===== src/rtl/rca_mult_ctrl.sv =====
// rtl/rca_mult_ctrl.sv - shift-and-add multiplier controller sharing one external ripple-carry adder
module rca_mult_ctrl #(
  parameter int WIDTH       = 32,
  parameter bit ZERO_BYPASS = 1'b1
) (
  input  logic               clk,
  input  logic               rst_n,
  input  logic               start,
  input  logic [WIDTH-1:0]   op_a,
  input  logic [WIDTH-1:0]   op_b,
  output logic [WIDTH-1:0]   add_a,
  output logic [WIDTH-1:0]   add_b,
  input  logic [2*WIDTH-1:0] add_sum,
  output logic               busy,
  output logic               done,
  output logic [2*WIDTH-1:0] product
);

  localparam int CW = $clog2(WIDTH);
  localparam logic [CW-1:0] LAST_ITER = CW'(WIDTH - 1);

  typedef enum logic [1:0] {
    S_IDLE = 2'd0,
    S_CALC = 2'd1,
    S_DONE = 2'd2
  } state_t;

  state_t             state_q, state_d;
  logic [2*WIDTH-1:0] acc_q, acc_d;
  logic [WIDTH-1:0]   mcand_q, mcand_d;
  logic [WIDTH-1:0]   mplier_q, mplier_d;
  logic [CW-1:0]      cnt_q, cnt_d;
  logic [2*WIDTH-1:0] product_q, product_d;

  // Only the low WIDTH+1 bits of the adder result carry information.
  logic unused_sum_hi;
  assign unused_sum_hi = ^add_sum[2*WIDTH-1:WIDTH+1];

  always_ff @(posedge clk or negedge rst_n) begin
    if (!rst_n) begin
      state_q   <= S_IDLE;
      acc_q     <= '0;
      mcand_q   <= '0;
      mplier_q  <= '0;
      cnt_q     <= '0;
      product_q <= '0;
    end else begin
      state_q   <= state_d;
      acc_q     <= acc_d;
      mcand_q   <= mcand_d;
      mplier_q  <= mplier_d;
      cnt_q     <= cnt_d;
      product_q <= product_d;
    end
  end

  always_comb begin
    state_d   = state_q;
    acc_d     = acc_q;
    mcand_d   = mcand_q;
    mplier_d  = mplier_q;
    cnt_d     = cnt_q;
    product_d = product_q;
    add_a     = '0;
    add_b     = '0;
    busy      = 1'b0;
    done      = 1'b0;

    case (state_q)
      S_IDLE: begin
        if (start) begin
          mcand_d  = op_a;
          mplier_d = op_b;
          acc_d    = '0;
          cnt_d    = '0;
          if (ZERO_BYPASS && ((op_a == '0) || (op_b == '0))) begin
            product_d = '0;
            state_d   = S_DONE;
          end else begin
            state_d = S_CALC;
          end
        end
      end

      S_CALC: begin
        busy  = 1'b1;
        add_a = acc_q[2*WIDTH-1:WIDTH];
        add_b = mplier_q[0] ? mcand_q : '0;
        // Carry-out lands in the top bit; the retired low bit shifts out.
        acc_d    = {add_sum[WIDTH:0], acc_q[WIDTH-1:1]};
        mplier_d = mplier_q >> 1;
        cnt_d    = cnt_q + CW'(1);
        if (cnt_q == LAST_ITER) begin
          product_d = acc_d;
          state_d   = S_DONE;
        end
      end

      S_DONE: begin
        done    = 1'b1;
        state_d = S_IDLE;
      end

      default: begin
        state_d = S_IDLE;
      end
    endcase
  end

  assign product = product_q;

endmodule


===== config.mk =====
export PLATFORM = sky130hd
export DESIGN_NAME = rca_mult_ctrl
export DESIGN_NICKNAME = d
export VERILOG_FILES = /design/src/rtl/rca_mult_ctrl.sv
export SDC_FILE = /design/constraint.sdc
export NUM_CORES = 1
export LEC_CHECK = 0
export ABC_AREA = 1
export CORE_MARGIN = 1
export CORE_UTILIZATION = 51
export DETAILED_ROUTE_END_ITERATION = 10
export PLACE_DENSITY = 0.86
export SKIP_CTS_REPAIR_TIMING = 1
export SYNTH_ARGS = -nofsm -noshare
export SYNTH_HDL_FRONTEND = slang
export SYNTH_SLANG_ARGS = --single-unit

===== constraint.sdc =====
create_clock -name clk -period 3.2 [get_ports clk]
set_clock_uncertainty 0.1 [all_clocks]
set_input_delay 0.64 -clock clk [delete_from_list [all_inputs] [get_ports clk]]
set_output_delay 0.64 -clock clk [all_outputs]
set_load 0.01 [all_outputs]

# Word-level counts from Yosys, hierarchy flattened

Index checks and enable logic that the tools add are counted.

Order comparisons: 0
Bitwise gates (word level): 0
Equality and inequality tests: 6
Div/mod/pow operators: 0
Add/subtract/negate cells: 1
Shifts and indexed selects: 0
Mux-type cells: 19
Reductions and logical operators: 9
$mul: 0

Operators by type and width:

| operator            | count |
|---|---|
| $mux 64             | 4 |
| $pmux 64 s2         | 2 |
| $mux 32             | 4 |
| $logic_not 32->1    | 2 |
| $pmux 32 s2         | 1 |
| $pmux 5 s2          | 1 |
| $mux 2              | 3 |
| $ne 2x2->1 const B  | 3 |
| $reduce_and 2->1    | 3 |
| $add 5x1->5 const B | 1 |
| $eq 5x5->1 const B  | 1 |
| $mux 5              | 1 |
| $pmux 2 s2          | 1 |
| $reduce_and 4->1    | 1 |
| $eq 2x1->1 const B  | 1 |
| $eq 2x2->1 const B  | 1 |
| $logic_not 2->1     | 1 |
| $mux 1              | 2 |
| $reduce_bool 2->1   | 1 |
| $logic_or 1x1->1    | 1 |

Register bits after elaboration: 199
Memory bits (read-only): 0
Output and inout bits: 130
Logic and storage cells: 41
Bits in latches: 0
RAM bits: 0
Input bits: 131
Memories kept: 0

# Depth between registers and ports, before layout

Gate-level depths: netlist of the first run.

Depth after elaboration: 5
Gate-level depth with buffers: 12
Gate-level depth less buffers: 10

# Worst setup path before layout of the first run

OpenSTA, ideal clock, no wires.

Path type: register to output
Start point: register state_q[1]
End point: output port add_a[22]
Data required time: 2.460 ns
Stages on the path, launching flop included: 7
Arrival: 1.234 ns
Setup slack: 1.226 ns
Path through: dfrtp_1 > nor2_4 > inv_2 > buf_2 > buf_2 > buf_2 > nor2_1

Longest elaborated chain between the ends: 2

Ends and longest elaborated chain:

| element                | line | source |
|---|---|---|
| start, declared        | 28   | `state_t state_q, state_d;` |
| start signal, assigned | 48   | `state_q <= state_d;` |
| $eq 2x1->1             | 69   | `case (state_q)` |
| $mux 32                | 69   |  |
| end, declared          | 11   | `output logic [WIDTH-1:0] add_a,` |

No other way between the ends.

# Worst setup path after layout of the first run

Start point: register mplier_q[0]
End point: output port add_b[20]

Longest elaborated chain between the ends: 2

Ends and longest elaborated chain:

| element                | line | source |
|---|---|---|
| start, declared        | 31   | `logic [WIDTH-1:0] mplier_q, mplier_d;` |
| start signal, assigned | 51   | `mplier_q <= mplier_d;` |
| $mux 32                | 88   | `add_b = mplier_q[0] ? mcand_q : '0;` |
| $mux 32                | 69   |  |
| end, declared          | 12   | `output logic [WIDTH-1:0] add_b,` |

No other way between the ends.

==> qor.txt, run 1 <==
status: complete, no violations
Seq/Total Area, Yosys: 58.2%
vias in the first global route: 7196
critical path launch point type: register
nets@finish: 1322
clock root buffer: clkbuf_16
drc violations: 0
Num CTS Buffers: 17
Final period util: 90.1%
largest net degree at the start of global routing: 103
Die W: 131 µm
Tot Pwr: 9.85 mW
CTS tree: done
#FFs+latches synth: 198
peak fanout along the critical path: 23
Worst-path clk slew: 0.07 ns
Main synth FF type: dfrtp_1
Period minus WS final: 2.88 ns
hold_ws: 0.0916 ns
cell taking the most area after synthesis: dfrtp_1
non-filler cells, final: 1418
io pins: 261
Fillers: 1254
fraction of layout cells with a size suffix above 1: 4.66%
GRT met3 Usage: 6.60%
Die H: 131 µm
placed cell count: 1386
drt pass-1 iters: 7
n_diodes: 0
synth top area cells: dfrtp_1 (58%), nand2_1 (12%), nor2_1 (6.7%)
Fmax: 0.347 GHz
Slew Limit Headroom: 31.4%
share of the synthesized area in the top cell type: 58.2%
H-tree levels: 4
via count: 7457
Post-Synthesis Net Count: 1130
Power Density: 855 mW/mm²
initial antenna violation count: 0
VDD IR-drop max: 0.558 mV
mapped cell area: 0.00851 mm²
global-route wire length before repair: 35400 µm
Critical Path AT: 2.14 ns
r2r setup slk: 0.85 ns
worst path required time: 2.46 ns
CP Class: reg -> out
GRT Residual Overflow: 0
die area: 0.0172 mm²
routing usage on met2: 42.7%
GRT Util Overall: 25.8%
post-route ant nets: 0
synth warn: 0
Async S/R FF share, synth: 100%
# rows: 46
vias per cell: 5.26
average size of a mapped cell: 8.54 µm²
Buffers on Ports: 229
Hold Fails Final Rpt: 0
Total Wirelength: 21500 µm
Initial Util: 52.8%
initial drt markers: 465
top-count cell post-synth: nand2_1
area of the core: 0.0161 mm²
RSZ-0062 raised after global routing: false
Min-Delay Path Class: in -> async
final setup TNS: 0 ns
unique cell type count in the Yosys netlist: 23
critical path endpoint category: output port
DPL Wire Length: 14100 µm
number of synthesized flops with an enable pin: 0
CTS Buffer Depth: 2
Synth top cells by count: nand2_1 (269), dfrtp_1 (198), nor2_1 (152)
Slew Limit Fails: 0
LEAKAGE: 5.49 nW
Most Used Layer, Global Route: met2
routed len/inst: 15.2 µm
clk_lat worst skew: 0.42 ns
cell count after synthesis: 997
Worst Reg-to-Reg Cells: 8
max cap viols: 0
GP Congestion: 0.819
Worst-Margin Slew: 1.03 ns
clock tree sinks: 198
met1 Usage GRT: 32.5%
Area Growth Syn to Fin: 35.3%
final setup violating endpoints: 0
[report_power, final]
part           switching (mW)  leakage [nW]  internal [mW]  total [mW]
registers               0.410          2.55           3.31        3.72
logic                    2.34          2.65           1.62        3.97
clock network           0.946         0.287           1.21        2.16
total                    3.70          5.49           6.15        9.85
[worst max-delay path, cell delays in order (launching register included)]
cell             delay [ns]
dfrtp_1                0.57
buf_4                  0.34
nand2_1                0.09
nor2_1                 0.15
clkdlybuf4s50_1        0.56
[cell usage in the layout, fill, tap and decap left out, drive strengths merged, types with 2 or more instances in the layout]
cell and instances:
dfrtp 198, o21ai 62, nand2 271, a22o 3, a21oi 6, clkbuf 21
clkinv 2, ha 2, and2 2, buf 14, inv 104, clkdlybuf4s50 228
bufinv 2, nand3 2, nor2 153, clkinvlp 3, o22ai 60, nand4 68
[cell families (layout without fill, tap and decap cells)]
kind of cell / count (synthesis) / in the layout / synth area share (%)
AND/OR/NAND/NOR: 497 / 497 / 24.2
AO/OA/AOI/OAI: 131 / 131 / 8.72
flip-flops: 198 / 198 / 58.2
buffers and inverters: 169 / 374 / 8.53
adder cells (fa/ha/maj): 2 / 2 / 0.294
[stage by stage]
| stage | worst slack (ns) | cell area (µm²) | utilization (%) |
|---|---|---|---|
| after floorplan | 1.23 | 8510 | - |
| after global placement | 0.717 | 10900 | 67.7 |
| after detailed placement | 0.678 | 10900 | 67.7 |
| after CTS | 0.279 | 11500 | 71.4 |
| after global routing | 0.185 | 11500 | 71.4 |
| final | 0.317 | 11500 | 71.4 |
[layout make-up]
cell class	count	area (µm²)	share of cell area [%]
flip-flops and latches	198	4950	43.0
multi-input cells	630	2840	24.7
repair buffers	243	2480	21.5
clock buffers	20	457	3.97
inverters	99	374	3.25
well taps	216	270	2.35
clock inverters	12	141	1.23
[registers in the layout, indices dropped and copies added (netlist names)]
| register | flops |
|---|---|
| acc_q | 63 |
| cnt_q | 5 |
| mcand_q | 32 |
| mplier_q | 32 |
| product | 64 |
| state_q | 2 |
[layer usage]
metal  vias up  share of wire [%]
met5         -                  0
met2       291                 49
met1      3541                 41
met3        39                7.7
met4         0                2.4
li1       3586                  -
[worst paths after layout]
check,start,end
setup / recovery,mplier_q[0]$_DFFE_PN0P_,add_b[20]
hold reg to reg,product[19]$_DFFE_PN0P_,product[19]$_DFFE_PN0P_
max in group asynchronous,rst_n,product[9]$_DFFE_PN0P_
min in group clk,product[19]$_DFFE_PN0P_,product[19]$_DFFE_PN0P_
setup reg to reg,state_q[1]$_DFFE_PN0P_,product[50]$_DFFE_PN0P_
hold / removal,rst_n,product[13]$_DFFE_PN0P_
Power figures use the tool's default switching activity.
==> inputs of run 2 (changes only) <==
--- a/config.mk
+++ b/config.mk
@@ -7,9 +7,10 @@
 export LEC_CHECK = 0
 export ABC_AREA = 1
 export CORE_MARGIN = 1
-export CORE_UTILIZATION = 51
+export CORE_UTILIZATION = 50
+export CTS_BUF_LIST = sky130_fd_sc_hd__clkbuf_8
 export DETAILED_ROUTE_END_ITERATION = 10
-export PLACE_DENSITY = 0.86
+export PLACE_DENSITY = 0.85
 export SKIP_CTS_REPAIR_TIMING = 1
 export SYNTH_ARGS = -nofsm -noshare
 export SYNTH_HDL_FRONTEND = slang
==> qor.txt, run 2 (synthesis results as in run 1) <==
status: complete, no violations
largest net degree at the start of global routing: 103
clk_lat worst skew: 0.46 ns
Most Used Layer, Global Route: met2
most frequent cells in the layout: nand2_1 (268), clkdlybuf4s50_1 (228), dfrtp_1 (198)
Num CTS Buffers: 17
Critical Path AT: 2.12 ns
Switching Fraction: 39.2%
H-tree levels: 4
internal power: 5.62 mW
initial antenna violation count: 0
critical path launch point type: register
GP Congestion: 0.805
nets@finish: 1323
Worst-Margin Slew: 1.03 ns
routed len/inst: 14.7 µm
Hold Fails Final Rpt: 0
Reg area: 0.00495 mm²
global-route wire length before repair: 34500 µm
n_diodes: 0
Fillers: 1332
die area: 0.0175 mm²
io pins: 261
Period minus WS final: 2.86 ns
max reg flops: 64
Slew Limit Headroom: 31.3%
area taken by multi-input logic gates: 0.00284 mm²
DPL Wire Length: 13800 µm
Initial Util: 51.3%
area of the core: 0.0166 mm²
Post-DP Area: 0.0109 mm²
GRT Residual Overflow: 0
max cap viols: 0
worst path required time: 2.46 ns
Clk pwr share: 17.5%
GRT met3 Usage: 6.55%
Die W: 132 µm
Area Growth Syn to Fin: 32.9%
CP Cell Sequence: inv_2 > nor2_4 > inv_6 > nor2_1 > clkdlybuf4s50_1
initial drt markers: 441
vias in the first global route: 7075
vias per cell: 5.17
Power Density: 818 mW/mm²
Buffers on Ports: 229
VDD IR-drop max: 0.482 mV
slowest cell delay on critical path: 0.53 ns
drc violations: 0
# rows: 47
fraction of layout cells with a size suffix above 1: 4.74%
final setup violating endpoints: 0
drt pass-1 iters: 5
GRT Util Overall: 24.6%
Die H: 132 µm
Min-Delay Path Class: in -> async
LEAKAGE: 5.40 nW
peak fanout along the critical path: 72
CP max-delay cell: clkdlybuf4s50_1
NetSw: 3.63 mW
routing usage on met2: 40.3%
via count: 7364
clock tree sinks: 198
final setup TNS: 0 ns
CP Class: reg -> out
Fmax: 0.349 GHz
Total Wirelength: 20900 µm
CTS tree: done
critical path endpoint category: output port
post-route ant nets: 0
RSZ-0062 raised after global routing: false
CTS Buffer Depth: 2
combinational cell fraction of total power: 42.5%
most common cell after layout, fill and taps aside: nand2_1
Slew Limit Fails: 0
clock root buffer: clkbuf_8
Worst-path clk slew: 0.10 ns
Final period util: 89.4%
fin area: 0.0113 mm²
Worst Reg-to-Reg Cells: 8
Seq pwr share: 39.9%
met1 Usage GRT: 31.8%
## run 2: cell types whose count changed in the layout (fill, tap and decap cells not counted)
cell | previous run | this run
clkinvlp_4 | 3 | 2
inv_8 | 2 | 4
inv_4 | 1 | 0
clkinv_4 | 0 | 2
buf_4 | 8 | 11
inv_1 | 96 | 97
clkbuf_1 | 1 | 0
clkbuf_16 | 17 | 0
clkbuf_8 | 3 | 18
buf_12 | 6 | 4
## run 2: path summary, 6_finish.rpt
path / start / end / slack, ns
setup / recovery: state_q[0]$_DFFE_PN0P_ / add_b[1] / 0.34
hold / removal: rst_n / product[19]$_DFFE_PN0P_ / 0.08
setup reg to reg: state_q[1]$_DFFE_PN0P_ / product[42]$_DFFE_PN0P_ / 0.75
hold reg to reg: product[20]$_DFFE_PN0P_ / product[20]$_DFFE_PN0P_ / 0.38
max in group asynchronous: rst_n / acc_q[45]$_DFFE_PN0P_ / 2.20
min in group clk: product[20]$_DFFE_PN0P_ / product[20]$_DFFE_PN0P_ / 0.38
## run 2: power by group through the flow
stage / registers, mW / logic, mW / clock network, mW
after floorplan: 3.65 / 2.46 / 0
after global placement: 3.69 / 3.83 / 0
after detailed placement: 3.73 / 3.94 / 0
after CTS: 3.69 / 3.95 / 1.67
after global routing: 3.79 / 4.35 / 1.76
final: 3.69 / 3.94 / 1.62
## run 2: critical path, delay by kind of cell, from the launching register on
kind / cells / cell delay (ns)
buffers and inverters: 3 / 1.06
flip-flops: 1 / 0.41
AND/OR/NAND/NOR: 2 / 0.18
## run 2: metrics by stage
| stage | utilization (%) | hold slack [ns] | std cells | total power, mW | setup slack [ns] |
|---|---|---|---|---|---|
| floorplan | - | 0.244 | 997 | 6.10 | 1.23 |
| global placement | 65.7 | 0.353 | 1391 | 7.53 | 0.592 |
| detailed placement | 65.7 | 0.358 | 1391 | 7.67 | 0.550 |
| CTS | 68.2 | 0.0829 | 1423 | 9.31 | 0.100 |
| global route | 68.2 | 0.0972 | 1423 | 9.90 | 0.181 |
| finish | 68.2 | 0.0793 | 1423 | 9.25 | 0.338 |
## run 2: final cells by class
| class | instances | share of cell area (%) |
|---|---|---|
| sequential | 198 | 43.8 |
| multi-input combinational | 630 | 25.1 |
| timing repair buffer | 244 | 21.7 |
| inverter | 99 | 3.33 |
| tap | 220 | 2.43 |
| clock buffer | 17 | 2.07 |
| clock inverter | 15 | 1.49 |
## run 2: per-layer routing
| layer | routed length, µm | vias up |
|---|---|---|
| li1 | - | 3582 |
| met1 | 8620 | 3469 |
| met2 | 10200 | 287 |
| met3 | 1740 | 26 |
| met4 | 368 | 0 |
| met5 | 0 | - |
